$ cat src/rtl/mdu_pkg.sv
// mdu_pkg: shared definitions for the execute-stage multiply/divide unit.
//   div_state_t      : divider control states
//   REM_HI / QUO_LO  : slot index of each field inside the 2*WIDTH result word
//   DIV_WIDTH_DEFAULT: default operand width
//   div_params_legal : parameter legality check used at elaboration
package mdu_pkg;

  typedef enum logic [1:0] {
    IDLE = 2'd0,
    BUSY = 2'd1,
    FIX  = 2'd2,
    DONE = 2'd3
  } div_state_t;

  // Result word is {remainder, quotient}; field k occupies [k*WIDTH +: WIDTH].
  localparam int REM_HI = 1;
  localparam int QUO_LO = 0;

  localparam int DIV_WIDTH_DEFAULT = 32;

  function automatic bit div_params_legal(input int width, input int bpc);
    return (width >= 8) && ((width % 2) == 0) &&
           ((bpc == 1) || (bpc == 2) || (bpc == 4)) &&
           ((width % bpc) == 0);
  endfunction

endpackage

$ cat src/rtl/div_step.sv
// div_step: one combinational radix-2 restoring division step.
//   i_rem     : current partial remainder (always < divisor)
//   i_divisor : divisor magnitude
//   i_bit     : next dividend bit shifted into the remainder
//   o_rem     : updated partial remainder
//   o_qbit    : retired quotient bit (1 = subtraction kept)
module div_step #(
  parameter int WIDTH = 32
) (
  input  logic [WIDTH-1:0] i_rem,
  input  logic [WIDTH-1:0] i_divisor,
  input  logic             i_bit,
  output logic [WIDTH-1:0] o_rem,
  output logic             o_qbit
);

  logic [WIDTH:0] w_partial;
  logic           w_borrow;
  logic           w_unused_partial_msb;

  // One extra bit above the WIDTH+1-bit partial captures the borrow.
  assign {w_borrow, w_partial} = {1'b0, i_rem, i_bit} - {2'b00, i_divisor};

  assign o_qbit = ~w_borrow;
  // When the subtraction is kept the partial is below the divisor, so its
  // top bit is always zero and the low WIDTH bits are the full remainder.
  // On borrow {i_rem, i_bit} is below the divisor too, so dropping its MSB
  // is equally lossless.
  assign o_rem  = w_borrow ? {i_rem[WIDTH-2:0], i_bit} : w_partial[WIDTH-1:0];

  assign w_unused_partial_msb = w_partial[WIDTH];

endmodule

$ cat src/rtl/mdu_div.sv
// mdu_div: iterative restoring integer divider with configurable width and
// quotient bits per cycle, early-out, divide-by-zero flag and operand latching.
//   i_clk, i_rst    : clock, synchronous active-high reset
//   i_start         : level request, held for the whole operation
//   i_cancel        : abort; dominates i_start
//   i_signed_div    : 1 = two's-complement divide (sampled at issue)
//   i_dividend      : numerator   (sampled at issue)
//   i_divisor       : denominator (sampled at issue)
//   o_busy          : high in every state except IDLE
//   o_ready         : result valid
//   o_div_by_zero   : divisor was zero (valid with o_ready)
//   o_result        : {remainder, quotient}
module mdu_div
  import mdu_pkg::*;
#(
  parameter int WIDTH          = DIV_WIDTH_DEFAULT,
  parameter int BITS_PER_CYCLE = 1
) (
  input  logic               i_clk,
  input  logic               i_rst,
  input  logic               i_start,
  input  logic               i_cancel,
  input  logic               i_signed_div,
  input  logic [WIDTH-1:0]   i_dividend,
  input  logic [WIDTH-1:0]   i_divisor,
  output logic               o_busy,
  output logic               o_ready,
  output logic               o_div_by_zero,
  output logic [2*WIDTH-1:0] o_result
);

  localparam int N  = WIDTH / BITS_PER_CYCLE;
  localparam int CW = $clog2(N + 1);

  if (!div_params_legal(WIDTH, BITS_PER_CYCLE)) begin : g_param_check
    $error("mdu_div: illegal WIDTH/BITS_PER_CYCLE combination");
  end

  div_state_t         r_state;
  div_state_t         w_state_next;

  logic [WIDTH-1:0]   r_rem;
  logic [WIDTH-1:0]   r_quo;       // holds the dividend, shifted out as quotient bits shift in
  logic [WIDTH-1:0]   r_dsr;
  logic [CW-1:0]      r_cnt;
  logic               r_signed;
  logic               r_dvd_sign;
  logic               r_quo_sign;
  logic               r_dbz_pend;
  logic               r_dbz;
  logic [2*WIDTH-1:0] r_result;

  // ---------------- issue-time operand conditioning ----------------
  logic             w_dvd_neg;
  logic             w_dsr_neg;
  logic [WIDTH-1:0] w_dvd_mag;
  logic [WIDTH-1:0] w_dsr_mag;
  logic             w_dsr_zero;
  logic             w_early;
  logic             w_issue;

  assign w_dvd_neg  = i_signed_div & i_dividend[WIDTH-1];
  assign w_dsr_neg  = i_signed_div & i_divisor[WIDTH-1];
  // The magnitude of MIN is 2^(WIDTH-1), which is exact as an unsigned value.
  assign w_dvd_mag  = w_dvd_neg ? (-i_dividend) : i_dividend;
  assign w_dsr_mag  = w_dsr_neg ? (-i_divisor)  : i_divisor;
  assign w_dsr_zero = (i_divisor == '0);
  assign w_early    = (w_dvd_mag < w_dsr_mag);
  assign w_issue    = (r_state == IDLE) && i_start && !i_cancel;

  // ---------------- chained restoring steps ----------------
  logic [WIDTH-1:0]          w_rem_chain [BITS_PER_CYCLE+1];
  logic [WIDTH-1:0]          w_quo_chain [BITS_PER_CYCLE+1];
  logic [BITS_PER_CYCLE-1:0] w_qbit;

  assign w_rem_chain[0] = r_rem;
  assign w_quo_chain[0] = r_quo;

  for (genvar gi = 0; gi < BITS_PER_CYCLE; gi++) begin : g_step
    div_step #(.WIDTH(WIDTH)) u_step (
      .i_rem     (w_rem_chain[gi]),
      .i_divisor (r_dsr),
      .i_bit     (w_quo_chain[gi][WIDTH-1]),
      .o_rem     (w_rem_chain[gi+1]),
      .o_qbit    (w_qbit[gi])
    );
    assign w_quo_chain[gi+1] = {w_quo_chain[gi][WIDTH-2:0], w_qbit[gi]};
  end

  // ---------------- sign fix-up ----------------
  logic [WIDTH-1:0] w_quo_fix;
  logic [WIDTH-1:0] w_rem_fix;

  // MIN / -1 falls out naturally: the magnitude quotient is 2^(WIDTH-1)
  // and the quotient sign is positive, so MIN is returned unchanged.
  assign w_quo_fix = (r_signed && r_quo_sign) ? (-r_quo) : r_quo;
  assign w_rem_fix = (r_signed && r_dvd_sign) ? (-r_rem) : r_rem;

  // ---------------- FSM: state register ----------------
  always_ff @(posedge i_clk) begin
    if (i_rst) begin
      r_state <= IDLE;
    end else begin
      r_state <= w_state_next;
    end
  end

  // ---------------- FSM: next state ----------------
  always_comb begin
    w_state_next = r_state;
    case (r_state)
      IDLE: begin
        if (i_start && !i_cancel) begin
          w_state_next = (w_dsr_zero || w_early) ? FIX : BUSY;
        end
      end
      BUSY: begin
        if (i_cancel) begin
          w_state_next = IDLE;
        end else if (r_cnt == CW'(N - 1)) begin
          w_state_next = FIX;
        end
      end
      FIX: begin
        w_state_next = i_cancel ? IDLE : DONE;
      end
      DONE: begin
        if (i_cancel || !i_start) begin
          w_state_next = IDLE;
        end
      end
      default: w_state_next = IDLE;
    endcase
  end

  // ---------------- FSM: outputs ----------------
  always_comb begin
    o_busy        = (r_state != IDLE);
    o_ready       = (r_state == DONE);
    o_div_by_zero = r_dbz;
    o_result      = r_result;
  end

  // ---------------- datapath ----------------
  always_ff @(posedge i_clk) begin
    if (i_rst) begin
      r_rem      <= '0;
      r_quo      <= '0;
      r_dsr      <= '0;
      r_cnt      <= '0;
      r_signed   <= 1'b0;
      r_dvd_sign <= 1'b0;
      r_quo_sign <= 1'b0;
      r_dbz_pend <= 1'b0;
      r_dbz      <= 1'b0;
      r_result   <= '0;
    end else begin
      case (r_state)
        IDLE: begin
          if (w_issue) begin
            r_dsr      <= w_dsr_mag;
            r_signed   <= i_signed_div;
            r_dvd_sign <= w_dvd_neg;
            r_quo_sign <= w_dvd_neg ^ w_dsr_neg;
            r_cnt      <= '0;
            r_dbz_pend <= w_dsr_zero;
            if (w_dsr_zero) begin
              r_rem <= '0;
              r_quo <= '0;
            end else if (w_early) begin
              r_rem <= w_dvd_mag;
              r_quo <= '0;
            end else begin
              r_rem <= '0;
              r_quo <= w_dvd_mag;
            end
          end
        end
        BUSY: begin
          r_rem <= w_rem_chain[BITS_PER_CYCLE];
          r_quo <= w_quo_chain[BITS_PER_CYCLE];
          r_cnt <= r_cnt + CW'(1);
        end
        FIX: begin
          if (!i_cancel) begin
            r_result[REM_HI*WIDTH +: WIDTH] <= w_rem_fix;
            r_result[QUO_LO*WIDTH +: WIDTH] <= w_quo_fix;
            r_dbz                           <= r_dbz_pend;
          end
        end
        DONE: begin
          if (i_cancel || !i_start) begin
            r_result <= '0;
            r_dbz    <= 1'b0;
          end
        end
        default: ;
      endcase
    end
  end

endmodule
$ cat config.mk
export PLATFORM = sky130hd
export DESIGN_NAME = mdu_div
export DESIGN_NICKNAME = d
export VERILOG_FILES = /design/src/rtl/mdu_pkg.sv /design/src/rtl/div_step.sv /design/src/rtl/mdu_div.sv
export SDC_FILE = /design/constraint.sdc
export NUM_CORES = 1
export LEC_CHECK = 0
export CAP_MARGIN = 10
export CORE_ASPECT_RATIO = 0.5
export CORE_MARGIN = 5
export CORE_UTILIZATION = 45
export CTS_CLUSTER_DIAMETER = 150
export DETAILED_ROUTE_END_ITERATION = 8
export PLACE_DENSITY_LB_ADDON = 0.05
export SLEW_MARGIN = 0
export SYNTH_ARGS = -nofsm -noshare
export SYNTH_HDL_FRONTEND = slang
export SYNTH_SLANG_ARGS = --single-unit
export TNS_END_PERCENT = 50
$ cat constraint.sdc
create_clock -name i_clk -period 8.91 [get_ports i_clk]
set_input_delay 1.782 -clock i_clk [delete_from_list [all_inputs] [get_ports i_clk]]
set_output_delay 1.782 -clock i_clk [all_outputs]
set_load 0.02 [all_outputs]
# Word-level counts from Yosys, hierarchy flattened
# Index checks and enable logic that the tools add are counted.
# op_classes
eq_ne	9
order_cmp	1
add_sub_neg	6
bitwise_logic	4
n_mux	28
n_reduce_logical	18
# ops
operator	count
two-way mux 32 bit	11
two-way mux 64 bit	2
negation 32 bit	4
case mux 32 bit (2 select lines)	2
case mux 64 bit (2 select lines)	1
subtractor 33 x 32 -> 34 bit	1
zero test 32 bit	1
less-than comparator 32 bit	1
two-way mux 2 bit	6
case mux 6 bit (2 select lines)	1
case mux 2 bit (4 select lines)	1
adder 6 x 1 -> 6 bit, second input constant	1
equality test 6 x 5 -> 1 bit, second input constant	1
two-way mux 6 bit	1
AND reduction 3 bit	2
nonzero test 2 bit	3
logical AND 1 bit	5
equality test 2 bit, second input constant	2
!= test 2 x 1 -> 1 bit, second input constant	2
!= test 2 bit, second input constant	2
AND reduction 2 bit	2
!= test 3 bit, second input constant	1
bitwise AND 1 bit	2
equality test 2 x 1 -> 1 bit, second input constant	1
7 further kinds	10
# word_totals
in_bits	69
ff_bits	173

# Logic depth before layout (Yosys ltp)
# Gate-level depths: netlist of run 1.
# logic_depth
ltp_word	7
depth_mapped	19
mapped_depth_nobuf	18

# Cells and area by module
# A second synthesis of run 1 with hierarchy kept.
# unflattened
hier_cells	1592
area_unflattened_um2	12157.9
# modules_own_cells
mod	cells_per_inst	area_each_um2	seq_area_each_um2	instances
mdu_div	1252	9902.0	3463.3	1
div_step	340	2255.9	0.0	1

# Worst setup path after synthesis of run 1
# No wires, ideal clock.
# synth_path
path_kind	input -> register
startpoint	input i_divisor[12]
endpoint	register r_rem[30]
path_slack_ps	3222
setup_ps	95
path_buffers	1
t_required_ps	8815
t_arrival_ps	5593
stages	15
path_cell_list	or4_4 -> or4_4 -> or4_4 -> o21ai_0 -> xor2_1 -> ha_1 -> nand4_1 -> nor3_1 -> a221oi_1 -> o21ai_0 -> a41o_1 -> nor3_2 -> clkbuf_1 -> a21oi_1 -> a221oi_1
# synth_between
elab_chain_cells	7
word_cells_on_any_way	8
cone_classes	add/sub (1); order compare (1); mux (5); reduce/logical (1)
# synth_lines
element	line_no	source
start, declared	mdu_div.sv:25	input logic [WIDTH-1:0] i_divisor,
negation 32 bit	mdu_div.sv:66	assign w_dsr_mag = w_dsr_neg ? (-i_divisor) : i_divisor;
two-way mux 32 bit	mdu_div.sv:66	
less-than comparator 32 bit	mdu_div.sv:68	assign w_early = (w_dvd_mag < w_dsr_mag);
two-way mux 32 bit	mdu_div.sv:170	end else if (w_early) begin
two-way mux 32 bit *	mdu_div.sv:167	if (w_dsr_zero) begin
two-way mux 32 bit *	mdu_div.sv:160	if (w_issue) begin
case mux 32 bit (2 select lines) *	mdu_div.sv:158	case (r_state)
end signal, assigned	mdu_div.sv:171	r_rem <= w_dvd_mag;
end signal, assigned	mdu_div.sv:180	r_rem <= w_rem_chain[BITS_PER_CYCLE];
end, declared	mdu_div.sv:42	logic [WIDTH-1:0] r_rem;
# Every way passes the cells marked *; elsewhere a longest branch is shown, timed or not. The select of a mux whose other input is x is not followed.
# A chain may end at the register's enable or synchronous reset.

# Final worst setup path of run 1
# layout_path
startpoint	input i_signed_div
endpoint	register r_rem[30]
# layout_between
elab_chain_cells	7
word_cells_on_any_way	9
cone_classes	order compare (1); mux (6); bitwise (2)
# layout_lines
element	line_no	source
start, declared	mdu_div.sv:23	input logic i_signed_div,
bitwise AND 1 bit, on equally long branches	mdu_div.sv:62, mdu_div.sv:63	
two-way mux 32 bit, on equally long branches	mdu_div.sv:65, mdu_div.sv:66	
less-than comparator 32 bit	mdu_div.sv:68	
two-way mux 32 bit *	mdu_div.sv:170	
two-way mux 32 bit *	mdu_div.sv:167	
two-way mux 32 bit *	mdu_div.sv:160	
case mux 32 bit (2 select lines) *	mdu_div.sv:158	
# Marks and branches as above.

==> out/qor.yml, run 1 <==
power:
  leakage_nw: 5.29
  fin_total_pwr_mw: 2.50
  vdd_drop_max_mv: 0.114
  power.density_nw_per_um2: 179
synth:
  synth_seq_cells: 173
  netlist_instances: 1545
  synth-edff-count: 0
  yosys_warnings: 0
  seq_area_frac_synth_pct: 29.4
  yosysUniqueCellTypes: 63
  synth_fp_nets: 1683
  syn_area_um2: 11800
  synth_ff_type: "dfxtp_1"
  async_flop_share_pct: 0
  postSynthAreaPerCell_um2: 7.62
global_route:
  grt_pass1_vias: 11000
  track_usage_pct: 26.2
  antenna_found_initial: 0
  overflow: 0
  grt_pass1_wl_um: 62600
  grt_max_degree: 83
detailed_routing:
  antenna_left: 0
  vias: 12000
  dr.pass1.iters: 7
  drt_wl_total_um: 40500
  drt_iter0_drc: 1068
  vias_per_cell: 6.07
  detail_route.wl_per_cell_um: 20.5
  drc: 0
timing:
  period_share_pct: 74.0
  fmax_mhz: 152
  hold_violations: 0
  tns_ps: 0
  tightestPinTransition_ps: 1120
  max_slew_margin_pct: 25.1
  skew_ps: 9.17
  report.final.slew_viol_count: 0
  grt_setup_unrepaired: "false"
  period_minus_slack_ps: 6590
  setup_viol: 0
die:
  die_w_um: 239
  coreArea_um2: 25500
  start_util_pct: 46.2
  fp-row-count: 41
  ioPinCount: 136
  dieArea_um2: 29700
  die_h_um: 124
clock_network:
  h-tree-depth: 4
  root_buffer: "clkbuf_16"
  worstSkewPairLatency_ps: 440
  cts_resized: 0
  postCtsHoldBufs: 0
  cts.path.max_buffers: 2
  numClockSinks: 173
  cts_made_buffers: 17
  cts_tree: "yes"
  clk_pin_slew_ps: 70
  post_cts_buffers: 0
critical_path:
  cp.required_ps: 9250
  worst_setup_path_start_kind: "input port"
  path_cells: "clkdlybuf4s50_1, and2_1, o21ai_0, xnor2_1, ha_1, nand2_1, nor2_1, a2111oi_0, o2111ai_1, a41o_1, nor3_2, buf_4, and3_1, a21oi_1, a221oi_1"
  path_max_fanout: 23
  critical_path.slowest_cell: "xnor2_1"
  crit_path_end_kind: "register"
  critPathKind: "in2reg"
  cp_data_arrival_time_ps: 6930
  slowest_delay_ps: 760
hold_path:
  hold_class: "reg2reg"
final_layout:
  area_growth_pct: 18.6
  nNetsFinal: 1762
  drive_gt1_share_pct: 4.28
flow_run:
  max_cap_viol_count: 0
status:
  status: "finished, final reports clean"
place:
  place_congestion: 0.937
  port_buffers: 135
  hpwl_um: 31100
layer usage:
layer	track usage (%)	routed length, µm	up-vias
met3	7.48	4360	42
met4	5.36	533	0
met2	35.5	15800	530
li1	-	-	5761
met5	0	0	-
met1	40.7	19800	5700
cells in the mapped netlist (11+ instances only):
| cell | count | area (µm²) |
|---|---|---|
| nor3_1 | 29 | 145 |
| xnor2_1 | 75 | 657 |
| nand3_1 | 60 | 300 |
| o31ai_1 | 16 | 120 |
| nor4_1 | 22 | 138 |
| a21oi_1 | 127 | 636 |
| a211oi_1 | 41 | 308 |
| a311oi_1 | 11 | 96.3 |
| dfxtp_1 | 173 | 3460 |
| o21ai_0 | 53 | 265 |
| a221oi_1 | 19 | 166 |
| a22o_1 | 16 | 140 |
| nor2_1 | 186 | 698 |
| nand2_1 | 164 | 616 |
| a22oi_1 | 50 | 375 |
| nand2b_1 | 11 | 68.8 |
| clkbuf_1 | 79 | 297 |
| inv_1 | 58 | 218 |
| xor2_1 | 73 | 639 |
| a21o_1 | 14 | 105 |
| ha_1 | 68 | 851 |
| o41ai_1 | 12 | 105 |
| or3_1 | 12 | 75.1 |
| a31oi_1 | 46 | 288 |
power breakdown:
part | leakage (nW) | total, mW | internal [mW] | switching (mW)
Combinational | 3.59 | 0.855 | 0.327 | 0.528
Sequential | 1.41 | 0.876 | 0.810 | 0.0655
Clock | 0.291 | 0.773 | 0.428 | 0.345
Total | 5.29 | 2.50 | 1.56 | 0.939
final cells by class:
class	count	area [µm²]
tap	344	430
sequential	173	3460
inverter	58	218
timing repair buffer	151	1500
clock buffer	19	443
multi-input combinational	1223	7760
clock inverter	13	154
antenna	1	2.50
fill	2422	11500
worst paths after layout:
kind	cells after the start	from	end	slack (ps)
worst max-delay path	15	i_signed_div	r_rem[30]	2320
worst min-delay path	2	r_dbz_pend	r_dbz_pend	450
worst max register to register	11	r_rem[7]	r_rem[8]	4820
worst min register to register	2	r_dbz_pend	r_dbz_pend	450
cell families after synthesis:
group,after synthesis,share of synthesized area (%)
and+or+nand+nor,547,21.3
AOI/OAI and AO/OA,455,25.7
DFF,173,29.4
buffers and inverters,149,4.88
xor gates and xnor gates,148,11.0
adders and majority gates,69,7.40
muxes,4,0.351
critical path: cells and delay by family:
kind            cells  cell delay (ps)
buf+inv             2              960
xor+xnor            1              760
simple gates        5             1060
fa+ha+maj           1              410
compound gates      6             1950
stage by stage:
stage / cells / hold slack [ps] / area (µm²) / util, % / setup WS (ps)
CTS: 1979 / 454 / 13900 / 54.6 / 2300
floorplan: 1545 / 432 / 11800 / - / 3220
finish: 1982 / 452 / 14000 / 54.8 / 2320
global route: 1981 / 466 / 14000 / 54.8 / 2020
global placement: 1947 / 439 / 13300 / 52.3 / 1960
detailed placement: 1947 / 445 / 13300 / 52.3 / 1850
flip-flops by register name, indices dropped and copies added (netlist names):
name           cells
r_dvd_sign         1
r_quo_sign         1
r_quo             32
r_signed           1
o_result          64
o_div_by_zero      1
r_cnt              6
r_rem             32
r_dbz_pend         1
r_state            2
r_dsr             32
layout by cell type, fill, tap and decap left out, types with 12 or more instances in the layout:
master and n:
xnor2_1 75, o21ai_0 53, ha_1 68, o41ai_1 12, nand3_1 59, buf_4 15
clkdlybuf4s50_1 134, nor4_1 22, or3_1 12, nor2_1 183, a221oi_1 19, a21o_1 14
nand2_1 164, a211oi_1 41, a22oi_1 50, xor2_1 73, a22o_1 16, inv_1 58
clkbuf_16 17, a21oi_1 127, o31ai_1 16, nor3_1 28, dfxtp_1 173, a31oi_1 46
Note: power is estimated with default switching activity, not from simulation.
==> inputs of run 2 (changes only) <==
Clock period 8.91 ns to 5.73 ns, I/O delays scaled along.
==> out/qor.yml, run 2 (same netlist as run 1, synthesis figures left out) <==
place:
  hpwl_um: 31700
  place_congestion: 0.925
  port_buffers: 135
  place_inst: 2006
final_layout:
  area_growth_pct: 22.2
  regArea_um2: 3460
  layout_commonest_cell: "nor2_1"
  multiInputGateArea_um2: 7760
  diodes: 0
  n_fill_cell: 2379
  nNetsFinal: 1820
  layout_common_cells: "nor2_1 (183), dfxtp_1 (173), nand2_1 (164)"
  fin_cells: 2039
  largest_reg_flops: 64
  drive_gt1_share_pct: 7.49
global_route:
  overflow: 0
  grt_pass1_vias: 11400
  track_usage_pct: 26.5
  grt_max_degree: 106
  antenna_found_initial: 0
  grt_pass1_wl_um: 63500
timing:
  period_share_pct: 94.6
  holdWs_ps: 464
  skew_ps: 8.25
  report.final.slew_viol_count: 0
  fmax_mhz: 185
  tightestPinTransition_ps: 1220
  setup_viol: 0
  hold_violations: 0
  grt_setup_unrepaired: "false"
  max_slew_margin_pct: 19.0
  period_minus_slack_ps: 5420
clock_network:
  numClockSinks: 173
  h-tree-depth: 4
  cts_resized: 0
  cts_made_buffers: 17
  clk_pin_slew_ps: 70
  post_cts_buffers: 0
  worstSkewPairLatency_ps: 440
  root_buffer: "clkbuf_16"
  cts.path.max_buffers: 2
  postCtsHoldBufs: 0
  cts_tree: "yes"
hold_path:
  holdPathEnd: "r_dbz_pend"
  worstHoldStart: "r_dbz_pend"
  whs_path_depth: 2
  hold_class: "reg2reg"
detailed_routing:
  drt_iter0_drc: 1110
  detail_route.wl_per_cell_um: 19.8
  antenna_left: 0
  drt_wl_total_um: 40300
  drc: 0
  vias: 12100
  vias_per_cell: 5.92
  dr.pass1.iters: 5
die:
  ioPinCount: 136
  die_w_um: 239
  die_h_um: 124
  coreArea_um2: 25500
  start_util_pct: 46.2
  dieArea_um2: 29700
  fp-row-count: 41
flow_run:
  max_cap_viol_count: 0
critical_path:
  path_max_fanout: 22
  regToRegStartpoint: "r_rem[7]"
  regToRegSetupSlack_ps: 1820
  critPathKind: "in2reg"
  reg2reg_to: "r_rem[10]"
  cp.required_ps: 6080
  crit_path_end_kind: "register"
  cp_data_arrival_time_ps: 5770
  reg2reg_depth: 11
  worst_setup_path_start_kind: "input port"
power:
  fin_total_pwr_mw: 3.93
  leakage_nw: 5.56
  vdd_drop_max_mv: 0.179
  power.density_nw_per_um2: 273
status:
  status: "finished, final reports clean"
run 2: cell count changes in the layout (fill, tap and decap cells not counted), sizes merged:
cell / before / now
clkinv: 5 / 3
buf: 17 / 75
diode: 1 / 0
inv: 63 / 62
clkbuf: 19 / 22
run 2: metrics by stage:
step / area, µm² / worst slack (ps) / utilization [%] / setup TNS [ps]
finish: 14400 / 312 / 56.4 / 0
global route: 14400 / 110 / 56.4 / 0
CTS: 14400 / 414 / 56.4 / 0
detailed placement: 13800 / -35.7 / 54.0 / -149
global placement: 13800 / 63.8 / 54.0 / 0
floorplan: 11800 / 678 / - / 0
run 2: critical path, cell delays in order:
cell	delay [ps]
clkdlybuf4s50_1	420
or4_4	570
or4_4	470
or4_4	550
o21ai_0	200
xor2_1	230
ha_1	280
nand4_1	160
nor3_1	80
a221oi_1	250
o21ai_0	140
a41o_1	310
nor3_2	200
buf_4	320
and3_1	200
a221oi_1	50
a21oi_1	180
run 2: worst max-delay path by stage:
stage	startpoint	end	slack, ps	cells past startpoint
after global placement	i_divisor[12]	r_rem[30]	60	17
after CTS	i_divisor[12]	r_rem[10]	410	16
after floorplan	i_divisor[12]	r_rem[30]	680	15
after global routing	i_divisor[2]	r_rem[1]	110	19
final	i_divisor[12]	r_rem[20]	310	17
after detailed placement	i_divisor[12]	r_rem[30]	-40	17
run 2: cell type report:
class / count / area share, %
Timing Repair Buffer: 209 / 13.3
Clock inverter: 10 / 0.896
Clock buffer: 22 / 3.30
Sequential cell: 173 / 24.1
Tap cell: 344 / 2.99
Inverter: 58 / 1.51
Multi-Input combinational cell: 1223 / 53.9
run 2: where the power goes:
group	internal, mW	total [mW]	switching [mW]
Clock	0.686	1.20	0.513
Combinational	0.547	1.37	0.824
Sequential	1.26	1.36	0.101
run 2: layer usage:
layer  GRT usage [%]  share of wire (%)  vias up
li1                -                  -     5867
met1            41.8                 50     5658
met2            36.0                 39      506
met3            6.48                9.8       38
met4            5.02                1.2        0
met5               0                  0        -
